--- config.mk ---
export PLATFORM = sky130hd
export DESIGN_NAME = mat_loader
export DESIGN_NICKNAME = d
export VERILOG_FILES = /design/src/rtl/mat_loader.sv
export SDC_FILE = /design/constraint.sdc
export NUM_CORES = 1
export LEC_CHECK = 0
export CAP_MARGIN = 20
export CORE_MARGIN = 3
export CORE_UTILIZATION = 48
export DETAILED_ROUTE_END_ITERATION = 8
export PLACE_DENSITY = 0.86
export RECOVER_POWER = 50
export SLEW_MARGIN = 15
export SYNTH_ARGS = -nofsm -noshare
export SYNTH_HDL_FRONTEND = slang
export SYNTH_SLANG_ARGS = --single-unit
--- constraint.sdc ---
create_clock -name clk -period 4.56 [get_ports clk]
set_input_delay 0.684 -clock clk [delete_from_list [all_inputs] [get_ports clk]]
set_output_delay 0.684 -clock clk [all_outputs]
set_load 0.02 [all_outputs]
--- src/rtl/mat_loader.sv ---
// mat_loader: serial operand loader in front of matadd.
// Collects a row-major rsize x csize matrix A, then B, from a valid/ready
// stream, drives them onto packed in1/in2 buses, raises en and waits for
// mat_done (bounded by RUN_MAX) before re-arming for the next pair.
// Element [row][col] occupies bits [(row*csize+col)*32 +: 32].
// Optional feature macro: MAT_LOADER_LAST_CHECK_EN (s_last framing check
// driving the sticky err output; when undefined s_last is ignored, err=0).
module mat_loader #(
    parameter int rsize   = 2,
    parameter int csize   = 3,
    parameter int RUN_MIN = 2,
    parameter int RUN_MAX = 16
) (
    input  logic                         clk,
    input  logic                         rst_n,
    input  logic                         s_valid,
    output logic                         s_ready,
    input  logic [31:0]                  s_data,
    input  logic                         s_last,
    output logic [rsize*csize*32-1:0]    in1,
    output logic [rsize*csize*32-1:0]    in2,
    output logic                         en,
    input  logic                         mat_done,
    output logic                         run_ok,
    output logic                         run_timeout,
    output logic                         err
);

    localparam int NW  = rsize * csize * 32;
    localparam int RW  = (rsize > 1) ? $clog2(rsize) : 1;
    localparam int CW  = (csize > 1) ? $clog2(csize) : 1;
    localparam int RCW = (RUN_MAX > 1) ? $clog2(RUN_MAX) : 1;
    localparam int OW  = (NW > 1) ? $clog2(NW) : 1;

    localparam logic [RW-1:0]  ROW_LAST = RW'(rsize - 1);
    localparam logic [CW-1:0]  COL_LAST = CW'(csize - 1);
    localparam logic [RCW-1:0] RC_LAST  = RCW'(RUN_MAX - 1);
    localparam logic [RCW-1:0] RC_MIN   = RCW'(RUN_MIN);

    typedef enum logic [1:0] {
        ST_INIT   = 2'd0,
        ST_LOAD_A = 2'd1,
        ST_LOAD_B = 2'd2,
        ST_RUN    = 2'd3
    } state_e;

    state_e           state_q, state_d;
    logic [RW-1:0]    row_q, row_d;
    logic [CW-1:0]    col_q, col_d;
    logic [RCW-1:0]   rc_q, rc_d;
    logic [NW-1:0]    in1_q, in1_d;
    logic [NW-1:0]    in2_q, in2_d;
    logic             s_ready_q, s_ready_d;
    logic             en_q, en_d;
    logic             err_q, err_d;

    logic             beat_s;
    logic             frame_end_s;
    logic             done_s;
    logic             tmo_s;
    logic [OW-1:0]    off_s;

    assign beat_s      = s_valid && s_ready_q;
    assign frame_end_s = (row_q == ROW_LAST) && (col_q == COL_LAST);
    // mat_done only counts once the matadd pipeline has had RUN_MIN cycles.
    assign done_s      = (state_q == ST_RUN) && (rc_q >= RC_MIN) && mat_done;
    // A completion in the last allowed cycle takes priority over the timeout.
    assign tmo_s       = (state_q == ST_RUN) && !done_s && (rc_q == RC_LAST);
    assign off_s       = OW'((32'(row_q) * 32'(csize) + 32'(col_q)) << 5);

`ifndef MAT_LOADER_LAST_CHECK_EN
    logic unused_s;
    assign unused_s = s_last;
`endif

    // Next-state, load counters, operand writes and the frame-error flag.
    always_comb begin
        state_d = state_q;
        row_d   = row_q;
        col_d   = col_q;
        rc_d    = rc_q;
        in1_d   = in1_q;
        in2_d   = in2_q;
        err_d   = err_q;
        case (state_q)
            ST_INIT: begin
                state_d = ST_LOAD_A;
            end
            ST_LOAD_A, ST_LOAD_B: begin
                if (beat_s) begin
                    if (state_q == ST_LOAD_A) begin
                        in1_d[off_s +: 32] = s_data;
                    end else begin
                        in2_d[off_s +: 32] = s_data;
                    end
                    if (frame_end_s) begin
                        row_d   = '0;
                        col_d   = '0;
                        state_d = (state_q == ST_LOAD_A) ? ST_LOAD_B : ST_RUN;
                    end else if (col_q == COL_LAST) begin
                        col_d = '0;
                        row_d = row_q + RW'(1);
                    end else begin
                        col_d = col_q + CW'(1);
                    end
                end else begin
                    state_d = state_q;
                end
            end
            ST_RUN: begin
                if (done_s || tmo_s) begin
                    rc_d    = '0;
                    state_d = ST_LOAD_A;
                end else begin
                    rc_d = rc_q + RCW'(1);
                end
            end
            default: begin
                state_d = ST_INIT;
            end
        endcase
`ifdef MAT_LOADER_LAST_CHECK_EN
        if (beat_s && (s_last != ((state_q == ST_LOAD_B) && frame_end_s))) begin
            err_d = 1'b1;
        end else begin
            err_d = err_q;
        end
`else
        err_d = 1'b0;
`endif
    end

    // Registered handshake and enable follow the upcoming state.
    always_comb begin
        s_ready_d = (state_d == ST_LOAD_A) || (state_d == ST_LOAD_B);
        en_d      = (state_d == ST_RUN);
    end

    // State and datapath registers; reset discards any partial frame.
    always_ff @(posedge clk or negedge rst_n) begin
        if (!rst_n) begin
            state_q   <= ST_INIT;
            row_q     <= '0;
            col_q     <= '0;
            rc_q      <= '0;
            in1_q     <= '0;
            in2_q     <= '0;
            s_ready_q <= 1'b0;
            en_q      <= 1'b0;
            err_q     <= 1'b0;
        end else begin
            state_q   <= state_d;
            row_q     <= row_d;
            col_q     <= col_d;
            rc_q      <= rc_d;
            in1_q     <= in1_d;
            in2_q     <= in2_d;
            s_ready_q <= s_ready_d;
            en_q      <= en_d;
            err_q     <= err_d;
        end
    end

    assign s_ready     = s_ready_q;
    assign in1         = in1_q;
    assign in2         = in2_q;
    assign en          = en_q;
    assign err         = err_q;
    assign run_ok      = done_s;
    assign run_timeout = tmo_s;

endmodule
# Word-level counts from Yosys, hierarchy flattened
# Index checks and enable logic that the tools add are counted.
[totals]
elab_cells = 54
out_inout_bits = 389
in_bits = 37
latchBits = 0
n_memories = 0
romBits = 0
ramBits = 0
regBits = 395
[op_classes]
n_mul = 1
bitwise_logic = 1
order_cmp = 1
shift = 2
n_eq_ne = 8
n_reduce_logical = 16
mux = 12
div_mod_pow = 0
n_addsub = 5
[op_table]
columns = ["op", "n"]
rows = [
  ["$bwmux 192", 2],
  ["$shift 32x10->192 const A", 1],
  ["$shiftx 32x10->192", 1],
  ["$eq 2x2->1 const B", 5],
  ["$mux 2", 5],
  ["$neg 8->10", 1],
  ["$reduce_and 3->1", 3],
  ["$logic_and 1x1->1", 6],
  ["$pmux 2 s3", 1],
  ["$add 4x1->4 const B", 1],
  ["$eq 2x1->1 const B", 2],
  ["$eq 4x4->1 const B", 1],
  ["$ge 4x2->1 const B", 1],
  ["$mux 4", 1],
  ["$add 3x2->3", 1],
  ["$mul 1x2->3 const B", 1],
  ["$mux 1", 3],
  ["$add 2x1->2 const B", 1],
  ["$logic_not 2->1", 1],
  ["$logic_or 1x1->1", 2],
  ["$reduce_and 2->1", 1],
  ["$reduce_bool 2->1", 1],
  ["$reduce_or 2->1", 1],
  ["$add 1x1->1 const B", 1],
  ["other kinds (2)", 2],
]

# Depth between registers and ports, before layout
# Gate-level depths: netlist (run 1).
[depth]
word_depth = 11
depth_mapped = 11
ltp_nobuf = 8

# Worst setup path after synthesis (run 1)
# OpenSTA, ideal clock, no wires.
[synth_timing]
kind = "reg2reg"
startpoint = "register row_q"
endpoint = "register in2_q[66], in the netlist in2[66]"
stages_incl_launch_ff = 12
path_slack_ns = 1.129
t_required_ns = 4.435
setup_time_ns = 0.125
period_less_slack_ns = 3.431
arrival_ns = 3.306
path_buffers = 4
cell_sequence = "dfrtp_1 > ha_1 > clkbuf_1 > clkbuf_1 > inv_1 > ha_1 > ha_1 > or3b_1 > or4b_1 > buf_2 > buf_6 > mux2_4"
[synth_between]
elab_chain_len = 5
word_cells_on_any_way = 6
classes_between = "add/sub: 2; mul: 1; shift: 2; mux: 1"
[synth_rtl]
columns = ["item", "line", "source"]
rows = [
  ["start: declaration", "48", "logic [RW-1:0] row_q, row_d;"],
  ["start signal: assignment", "153", "row_q <= row_d;"],
  ["$mul 1x2->3 *", "69", "assign off_s = OW'((32'(row_q) * 32'(csize) + 32'(col_q)) << 5);"],
  ["$add 3x2->3 *", "69", ""],
  ["$neg 8->10 *", "94", "in2_d[off_s +: 32] = s_data;"],
  ["$shiftx 32x10->192 / $shift 32x10->192 (equally long branches)", "94", ""],
  ["$bwmux 192 *", "94", ""],
  ["end signal: assignment", "157", "in2_q <= in2_d;"],
  ["end: declaration", "52", "logic [NW-1:0] in2_q, in2_d;"],
]
# Every way passes the cells marked *; elsewhere a longest branch is shown, timed or not.
# A chain may end at the register's enable or synchronous reset.

# Worst setup path in the final report (run 1)
[layout_timing]
startpoint = "register row_q"
endpoint = "register in2_q[73], in the netlist in2[73]"
# Same word-level chain as after synthesis.

==> flow_summary_export.csv, run 1 <==
group,metric,value,unit
critical_path,r2r_start,"row_q",
route,wire_per_inst,24.9,um
critical_path,cp-start-kind,"flip-flop",
grt,grt_pass1_wl,68100,um
synth,synthFlopType,"dfrtp_1",
sta,finalCritPeriodShare,82.5,%
sta,worst_slew_pin_slew,3.06,ns
pwr,seqPwrFrac,33.9,%
cells_and_area,most-common-layout-cells,"dfrtp_1 (395), mux2_2 (344), clkdlybuf4s50_1 (238), dlygate4sd3_1 (184), clkbuf_16 (42)",
route,ant_nets,0,
critical_path,worstSetupPathType,"flip-flop to flip-flop",
grt,antenna_found_initial,0,
pwr,switchingPower,6.35,mW
critical_path,worstSetupEndpointType,"flip-flop",
floorplan,die_h,186,um
placed_design,place.gp.congestion,0.834,
grt,grt_pass1_vias,11133,
pwr,power_density,780,mW/mm^2
sta,hold_viol_final,0,
grt,grt_start_max_net_pins,118,
floorplan,num_rows,65,
run,max_cap_violations,1,
cts,worstSkewPairLatency,0.52,ns
min_path,min_to,"in1[161]",
cts,ctsRootBufferMaster,"clkbuf_16",
pwr,clockPowerShare,18.8,%
route,drtPass1Iterations,4,
pwr,p_leak,10.8,nW
floorplan,core_area,0.0317,mm^2
sta,period_minus_slack,3.76,ns
cts,clock-sinks,395,
cts,post-cts-setup-buffer-count,0,
pwr,p_int,10.5,mW
pwr,p_sw_share,37.8,%
cts,cts_tree,"built",
floorplan,die_area,0.0345,mm^2
cells_and_area,final_cell_area,0.0216,mm^2
sta,drv_slew,114,
cells_and_area,layout.nets,1453,
route,wl,45700,um
synth,syn-num-nets,1025,
synth,synth-edff-count,0,
cts,cts_buffers,40,
route,highest_layer,"met4",
floorplan,io_pins,426,
cells_and_area,area_growth,38.9,%
cts,ctsHoldBuffers,0,
sta,fin_ws,0.799,ns
route,wl_met1,17600,um
route,drt-initial-drc-count,430,
sta,timing.hold.ws,0.492,ns
sta,grt_setup_unrepaired,"false",
route,wl_met2,22300,um
cells_and_area,final_util,68.0,%
placed_design,dpl-instance-area,0.0203,mm^2
synth,syn_inst,977,
critical_path,reg2reg_to,"in2[73]",
synth,yosysWarnings,0,
min_path,hold_start,"in1[161]",
synth,ys_async_sr_fraction,100,%
cells_and_area,diodes,0,
synth,seq_area_frac_synth,63.7,%
min_path,hold_path_depth,1,
sta,maxSlewHeadroom,-104,%
critical_path,required,4.96,ns
critical_path,r2r_slack,0.80,ns
placed_design,pre_cts_slack,0.791,ns
cts,clock_path_buffers,3,
critical_path,crit_path_max_fanout,27,
sta,fin_skew,0.0144,ns
route,routed-wl-met3,3780,um
critical_path,cp.arrival,4.16,ns
placed_design,portBuffers,423,
floorplan,start_util,49.0,%
grt,globalRouteTotalUtil,26.0,%
critical_path,r2r_cells,8,
sta,fmax,0.266,GHz
sta,setup_viol,0,
cts,cts_resized,0,
grt,grt_overflow,0,
route,vias,10128,
floorplan,chipWidth,186,um
synth,synth_cell_types,44,
placed_design,dp.final_hpwl,31800,um
cts,cts.clk_slew.worst_paths,0.06,ns
pwr,irDropWorstVdd,529,uV
cells_and_area,drive_gt1_share,32.4,%
outcome,violations,"capacitance limit, slew limit",
cells_and_area,layout_commonest_cell,"dfrtp_1",
outcome,status,"complete, but fails checks",
synth,synth-seq-cells,395,
pwr,pwr-share-comb,47.2,%
cts,htreeDepth,2,
sta,tns,0,ns
min_path,holdCritPathClass,"flip-flop to flip-flop",
route,drc,0,
synth,syn-cell-area,0.0155,mm^2
route,avgViaCountPerCell,5.52,
synth,syn_avg_cell_area,15.9,um^2
## synth_stat cells, types with 2 or more instances
cell type / n / area [um^2]
inv_1: 8 / 30.0
clkbuf_1: 27 / 101
buf_6: 3 / 33.8
o21ai_0: 3 / 15.0
and3_1: 33 / 206
xor2_1: 2 / 17.5
nand3_1: 6 / 30.0
or4_1: 2 / 15.0
mux2_2: 344 / 3870
nor2b_1: 2 / 12.5
and2_1: 32 / 200
nand4_1: 5 / 31.3
nand2b_1: 2 / 12.5
ha_1: 10 / 125
nor2_1: 6 / 22.5
buf_1: 16 / 60.1
and4b_1: 3 / 30.0
dfrtp_1: 395 / 9880
mux2_1: 10 / 113
nor3_1: 2 / 10.0
buf_2: 9 / 45.0
mux2_4: 30 / 450
nand2_1: 5 / 18.8
nand3b_1: 2 / 15.0
## power groups by stage
| stage | Clock, mW | Combinational (mW) | Sequential (mW) |
|---|---|---|---|
| floorplan | 0 | 2.50 | 7.32 |
| global placement | 0 | 8.01 | 5.65 |
| detailed placement | 0 | 8.20 | 5.76 |
| CTS | 3.24 | 8.26 | 5.73 |
| global route | 3.38 | 8.41 | 5.86 |
| finish | 3.17 | 7.94 | 5.71 |
## sequential cells by signal (all words and copies together) (netlist names)
| name | count |
|---|---|
| col_q | 2 |
| in2 | 192 |
| en | 1 |
| row_q | 1 |
| state_q | 2 |
| in1 | 192 |
| rc_q | 4 |
| s_ready | 1 |
## layer usage
| metal | track usage, % | vias to the layer above |
|---|---|---|
| met2 | 43.7 | 416 |
| li1 | - | 4334 |
| met1 | 31.4 | 5264 |
| met3 | 8.34 | 114 |
| met5 | 0 | - |
| met4 | 10.5 | 0 |
## final cells by class
type / instances / area, um^2
clock inverter: 6 / 43.8
timing repair buffer: 442 / 4460
multi-input combinational: 518 / 5410
tap: 402 / 503
clock buffer: 65 / 1240
fill: 2159 / 10200
sequential: 395 / 9880
inverter: 8 / 30.0
## worst max path at each step
stage                     startpoint      end  slack (ns)  depth (start not counted)
after floorplan                row_q  in2[66]        1.13                         11
after global placement         row_q  in2[74]        0.89                          8
after detailed placement       row_q  in2[66]        0.79                          8
after CTS                      row_q  in2[72]        0.76                          8
after global routing           row_q  in2[87]        0.62                          8
final                          row_q  in2[73]        0.80                          8
## logic make-up (layout without fill, tap and decap cells)
logic type	after synthesis	after routing	synth area share, %
buf+inv	64	521	1.79
fa+ha+maj	11	11	0.935
compound gates	10	10	0.475
flops	395	395	63.7
simple gates	109	109	4.38
other cells	1	1	0.0241
xor+xnor	3	3	0.169
mux	384	384	28.6
## stage by stage
step	instances	total power, mW
floorplan	977	9.82
global placement	1765	13.7
detailed placement	1765	14.0
CTS	1836	17.2
global route	1836	17.7
finish	1836	16.8
## worst max-delay path, stage by stage, from the launching register on
cell and delay [ns]:
dfrtp_1 0.46, ha_2 0.71, inv_1 0.10, ha_1 0.21
ha_1 0.38, or3b_1 0.43, or4b_2 0.70, buf_4 0.30
mux2_4 0.35
Power figures use the tool's default switching activity.
==> run 2: changes to the inputs <==
==> constraint.sdc (replaced) <==
create_clock -name clk -period 3.88 [get_ports clk]
set_input_delay 0.582 -clock clk [delete_from_list [all_inputs] [get_ports clk]]
set_output_delay 0.582 -clock clk [all_outputs]
set_load 0.02 [all_outputs]
==> run 2 against run 1 <==
  * The run still ends with capacitance limit, slew limit left
  * Highest routed layer unchanged
  * Cell area grew 0.16%
  * Clock power grew 19%
  * Global-route usage shrank 0.36 points
  * Worst setup slack lost 0.62 ns
  * Critical path depth grew 1
  * Sequential cell count is the same
  * Die area is the same
==> flow_summary_export.csv, run 2 (synthesis gave the netlist of run 1 again) <==
group,metric,value,unit
outcome,status,"complete, but fails checks",
outcome,violations,"capacitance limit, slew limit",
critical_path,crit_path_top_delay_cell,"or4b_2",
min_path,min_to,"in1[135]",
run,max_cap_violations,1,
cts,clock-sinks,395,
sta,drv_slew,100,
placed_design,dp.cells,1775,
critical_path,reg2reg_to,"in2[77]",
placed_design,portBuffers,423,
route,avgViaCountPerCell,5.50,
cts,clock_path_buffers,3,
grt,grt_start_max_net_pins,102,
cells_and_area,most-common-layout-cells,"dfrtp_1 (395), mux2_2 (344), clkdlybuf4s50_1 (238), dlygate4sd3_1 (184), clkbuf_16 (41)",
cts,ctsRootBufferMaster,"clkbuf_16",
sta,maxSlewHeadroom,-75.5,%
sta,setup_viol,0,
critical_path,r2r_start,"row_q",
route,drt-initial-drc-count,413,
critical_path,worstSetupPathType,"flip-flop to flip-flop",
critical_path,required,4.27,ns
placed_design,dp.final_hpwl,31000,um
floorplan,die_area,0.0345,mm^2
sta,fmax,0.270,GHz
min_path,hold_start,"in1[135]",
cells_and_area,diodes,0,
cts,post-cts-setup-buffer-count,0,
critical_path,cp-start-kind,"flip-flop",
cts,cts.clk_slew.worst_paths,0.06,ns
grt,grt_pass1_wl,67000,um
min_path,hold_path_depth,1,
route,wire_per_inst,24.5,um
pwr,power_density,916,mW/mm^2
sta,fin_ws,0.175,ns
cells_and_area,drive_gt1_share,32.9,%
cts,htreeDepth,2,
route,ant_nets,0,
critical_path,crit_path_max_fanout,21,
sta,hold_viol_final,0,
cts,cts_resized,0,
pwr,irDropWorstVdd,565,uV
grt,grt_use_met2,43.7,%
grt,grt_util_met3,8.05,%
placed_design,pre_cts_slack,0.211,ns
sta,grt_setup_unrepaired,"false",
sta,worst_slew_pin_slew,2.63,ns
floorplan,io_pins,426,
cts,cts_buffers,41,
min_path,holdCritPathClass,"flip-flop to flip-flop",
cells_and_area,layout_commonest_cell,"dfrtp_1",
sta,period_minus_slack,3.70,ns
floorplan,die_h,186,um
critical_path,worstSetupEndpointType,"flip-flop",
floorplan,num_rows,65,
grt,grt_overflow,0,
critical_path,r2r_cells,9,
route,drc,0,
floorplan,chipWidth,186,um
cts,cts_tree,"built",
sta,finalCritPeriodShare,95.5,%
sta,tns,0,ns
grt,grt_pass1_vias,10899,
critical_path,r2r_slack,0.18,ns
critical_path,cp.arrival,4.10,ns
cts,worstSkewPairLatency,0.53,ns
pwr,p_leak,10.8,nW
route,wl,45200,um
floorplan,core_area,0.0317,mm^2
route,vias,10151,
critical_path,slowest_delay,0.68,ns
critical_path,path_cells,"ha_2 > fa_1 > inv_1 > ha_1 > ha_1 > or3b_1 > or4b_2 > buf_4 > mux2_4",
placed_design,place.gp.congestion,0.802,
grt,grt_busiest_layer,"met2",
cells_and_area,layout.nets,1464,
grt,globalRouteTotalUtil,25.7,%
grt,grtUsageMet1,31.4,%
grt,antenna_found_initial,0,
route,drtPass1Iterations,4,
floorplan,start_util,49.0,%
cells_and_area,final_cells,1847,
cells_and_area,area_growth,39.1,%
sta,fin_skew,0.0192,ns
critical_path,crit_top_cell,"ha_1",
cts,ctsHoldBuffers,0,
[run 2: cell count changes in the layout (fill, tap and decap cells not counted), sizes merged]
cell      previous run  this run
clkbuf              66        72
clkinv               5         3
inv                  8        11
clkinvlp             1         0
buf                 19        24
[run 2: per-layer routing]
layer | wire length (um) | vias up
met3 | 3760 | 86
met2 | 22200 | 425
li1 | - | 4354
met5 | 0 | -
met4 | 1390 | 0
met1 | 17900 | 5286
[run 2: power breakdown]
part           switching (mW)  internal, mW
combinational            4.95          4.37
sequential              0.930          5.77
clock                    1.57          2.20
total                    7.45          12.3
[run 2: cell type report]
type                       count  area (um^2)
clock buffer                  66         1250
clock inverter                 6         41.3
fill                        2107        10100
inverter                       8         30.0
multi-input combinational    518         5410
sequential                   395         9880
tap                          402          503
timing repair buffer         452         4480
[run 2: metrics by stage]
stage          power [mW]  util, %  hold WS [ns]  cell area (um^2)
6_report             19.8     68.1         0.491             21600
5_1_grt              20.7     68.1         0.507             21600
4_1_cts              20.2     68.2         0.129             21600
3_5_place_dp         16.4     64.1         0.478             20300
3_3_place_gp         16.1     64.1         0.467             20300
2_1_floorplan        11.5        -         0.286             15500
[run 2: how the worst max path moves through the flow]
| stage | from | depth (start not counted) | slack, ns | end |
|---|---|---|---|---|
| floorplan | row_q | 11 | 0.45 | in2[66] |
| global placement | row_q | 9 | 0.23 | in2[77] |
| detailed placement | row_q | 9 | 0.21 | in2[77] |
| CTS | row_q | 9 | 0.17 | in2[77] |
| global route | row_q | 9 | 0.02 | in2[79] |
| finish | row_q | 9 | 0.18 | in2[77] |
[run 2: worst max-delay path, delay by kind of cell (launching register included)]
family / cells / cell delay [ns]
DFF: 1 / 0.47
buffers and inverters: 2 / 0.34
and+or+nand+nor: 2 / 1.10
muxes: 1 / 0.35
adders and majority gates: 4 / 1.30
==> run 3: changes to the inputs <==
--- a/config.mk
+++ b/config.mk
@@ -5,12 +5,13 @@
 export SDC_FILE = /design/constraint.sdc
 export NUM_CORES = 1
 export LEC_CHECK = 0
-export CAP_MARGIN = 20
 export CORE_MARGIN = 3
 export CORE_UTILIZATION = 48
 export DETAILED_ROUTE_END_ITERATION = 8
 export PLACE_DENSITY = 0.86
 export RECOVER_POWER = 50
+export REMOVE_ABC_BUFFERS = 1
+export SKIP_CTS_REPAIR_TIMING = 1
 export SLEW_MARGIN = 15
 export SYNTH_ARGS = -nofsm -noshare
 export SYNTH_HDL_FRONTEND = slang
==> run 3 against run 2 <==
  * The run still ends with capacitance limit, slew limit left
  * Critical path depth is the same
  * Die area unchanged
  * Highest routed layer unchanged
  * Register-to-register slack improved by 0.17 ns
  * Critical endpoint is now in2[73]
  * Maximum frequency increased by 4.8%
  * Largest power group unchanged
  * Via count down 0.53%
  * Cell count shrank 0.16%
  * Utilization rose by 0.28 points
  * Clock power up 5.6%
  * Critical path type unchanged
  * Largest cell class unchanged
  * Sequential share of layout area fell by 0.19 points
==> flow_summary_export.csv, run 3 (synthesis gave the netlist of run 1 again) <==
group,metric,value,unit
outcome,status,"complete, but fails checks",
outcome,violations,"capacitance limit, slew limit",
placed_design,dp.final_hpwl,29600,um
critical_path,cp-start-kind,"flip-flop",
grt,antenna_found_initial,0,
route,highest_layer,"met4",
pwr,irDropWorstVdd,627,uV
cts,cts_tree,"built",
sta,setup_viol,0,
critical_path,reg2reg_to,"in2[73]",
route,routed-wl-met3,3480,um
min_path,hold_path_depth,1,
grt,grt_overflow,0,
critical_path,r2r_cells,9,
floorplan,core_area,0.0317,mm^2
critical_path,crit_path_max_fanout,20,
placed_design,dp.cells,1772,
cells_and_area,layout.nets,1462,
critical_path,r2r_start,"row_q",
route,drt-initial-drc-count,493,
cts,cts_buffers,41,
route,drc,0,
cells_and_area,fillers,2079,
floorplan,die_h,186,um
sta,maxSlewHeadroom,-35.5,%
critical_path,r2r_slack,0.35,ns
grt,grt_start_max_net_pins,151,
route,wire_per_inst,23.9,um
route,avgViaCountPerCell,5.48,
critical_path,cp.arrival,3.93,ns
run,max_cap_violations,3,
sta,fin_skew,0.0100,ns
sta,worst_slew_pin_slew,2.03,ns
critical_path,path_cells,"ha_2 > fa_1 > inv_1 > ha_2 > ha_1 > or3b_1 > or4b_4 > buf_4 > mux2_4",
route,drtPass1Iterations,4,
grt,grt_pass1_wl,66300,um
route,wl,44100,um
route,wl_met2,22000,um
grt,grt_pass1_vias,10661,
pwr,p_leak,10.8,nW
sta,fmax,0.283,GHz
route,ant_nets,0,
critical_path,slowest_delay,0.53,ns
sta,period_minus_slack,3.53,ns
min_path,holdCritPathClass,"flip-flop to flip-flop",
critical_path,worst-path-buf-inv,2,
route,vias,10097,
critical_path,cp_top_family,"adder cells",
cells_and_area,layout_commonest_cell,"dfrtp_1",
placed_design,portBuffers,423,
cells_and_area,diodes,0,
sta,finalCritPeriodShare,91.1,%
cts,clock_path_buffers,3,
cells_and_area,most-common-layout-cells,"dfrtp_1 (395), mux2_2 (344), clkdlybuf4s50_1 (237), dlygate4sd3_1 (186), clkbuf_16 (43)",
cts,htreeDepth,2,
floorplan,num_rows,65,
sta,hold_viol_final,0,
cells_and_area,final_cells,1844,
floorplan,start_util,49.0,%
critical_path,crit_path_top_delay_cell,"or4b_4",
floorplan,io_pins,426,
floorplan,chipWidth,186,um
min_path,min_to,"in2[133]",
route,wl_met1,17400,um
cts,ctsRootBufferMaster,"clkbuf_16",
sta,grt_setup_unrepaired,"false",
critical_path,required,4.28,ns
sta,timing.hold.ws,0.485,ns
critical_path,crit_top_cell,"ha_2",
cts,worstSkewPairLatency,0.52,ns
floorplan,die_area,0.0345,mm^2
critical_path,worstSetupEndpointType,"flip-flop",
placed_design,place.gp.congestion,0.786,
cts,cts.clk_slew.worst_paths,0.06,ns
cts,clock-sinks,395,
pwr,power_density,924,mW/mm^2
grt,globalRouteTotalUtil,25.3,%
sta,drv_slew,350,
min_path,hold_start,"in2[133]",
critical_path,worstSetupPathType,"flip-flop to flip-flop",
cells_and_area,drive_gt1_share,32.9,%
cells_and_area,area_growth,39.7,%
## run 3: worst max path at each step
| stage | start | depth (start not counted) | slack (ns) | end |
|---|---|---|---|---|
| 5_1_grt | row_q | 9 | 0.22 | in2[86] |
| 6_report | row_q | 9 | 0.35 | in2[73] |
| 2_1_floorplan | row_q | 7 | -1.09 | in1[100] |
| 3_3_place_gp | row_q | 9 | 0.40 | in2[94] |
| 4_1_cts | row_q | 9 | 0.35 | in2[84] |
| 3_5_place_dp | row_q | 9 | 0.36 | in2[84] |
## run 3: final cells by class
| cell class | instances | area [um^2] | area share (%) |
|---|---|---|---|
| inverter | 8 | 30.0 | 0.138 |
| sequential | 395 | 9880 | 45.6 |
| tap | 402 | 503 | 2.32 |
| timing repair buffer | 450 | 4490 | 20.7 |
| clock inverter | 11 | 166 | 0.767 |
| multi-input combinational | 518 | 5410 | 25.0 |
| clock buffer | 60 | 1200 | 5.53 |
## run 3: power by group
group | switching, mW | internal [mW] | total (mW)
logic | 4.98 | 4.37 | 9.36
registers | 0.941 | 5.77 | 6.71
clock network | 1.57 | 2.41 | 3.98
total | 7.49 | 12.6 | 20.0
## run 3: metrics by stage
stage / worst slack [ns] / total power [mW] / setup TNS, ns / utilization (%) / area [um^2]
after CTS: 0.355 / 20.5 / 0 / 68.5 / 21700
after detailed placement: 0.362 / 16.4 / 0 / 64.2 / 20400
after global placement: 0.398 / 16.1 / 0 / 64.2 / 20400
after floorplan: -1.09 / 11.5 / -82.54 / - / 15300
after global routing: 0.221 / 21.0 / 0 / 68.4 / 21700
final: 0.346 / 20.0 / 0 / 68.4 / 21700
## run 3: routing by layer
layer  up-vias  GRT usage [%]
li1       4358              -
met4         0           7.30
met1      5266           31.7
met3        82           7.02
met2       391           43.3
met5         -              0
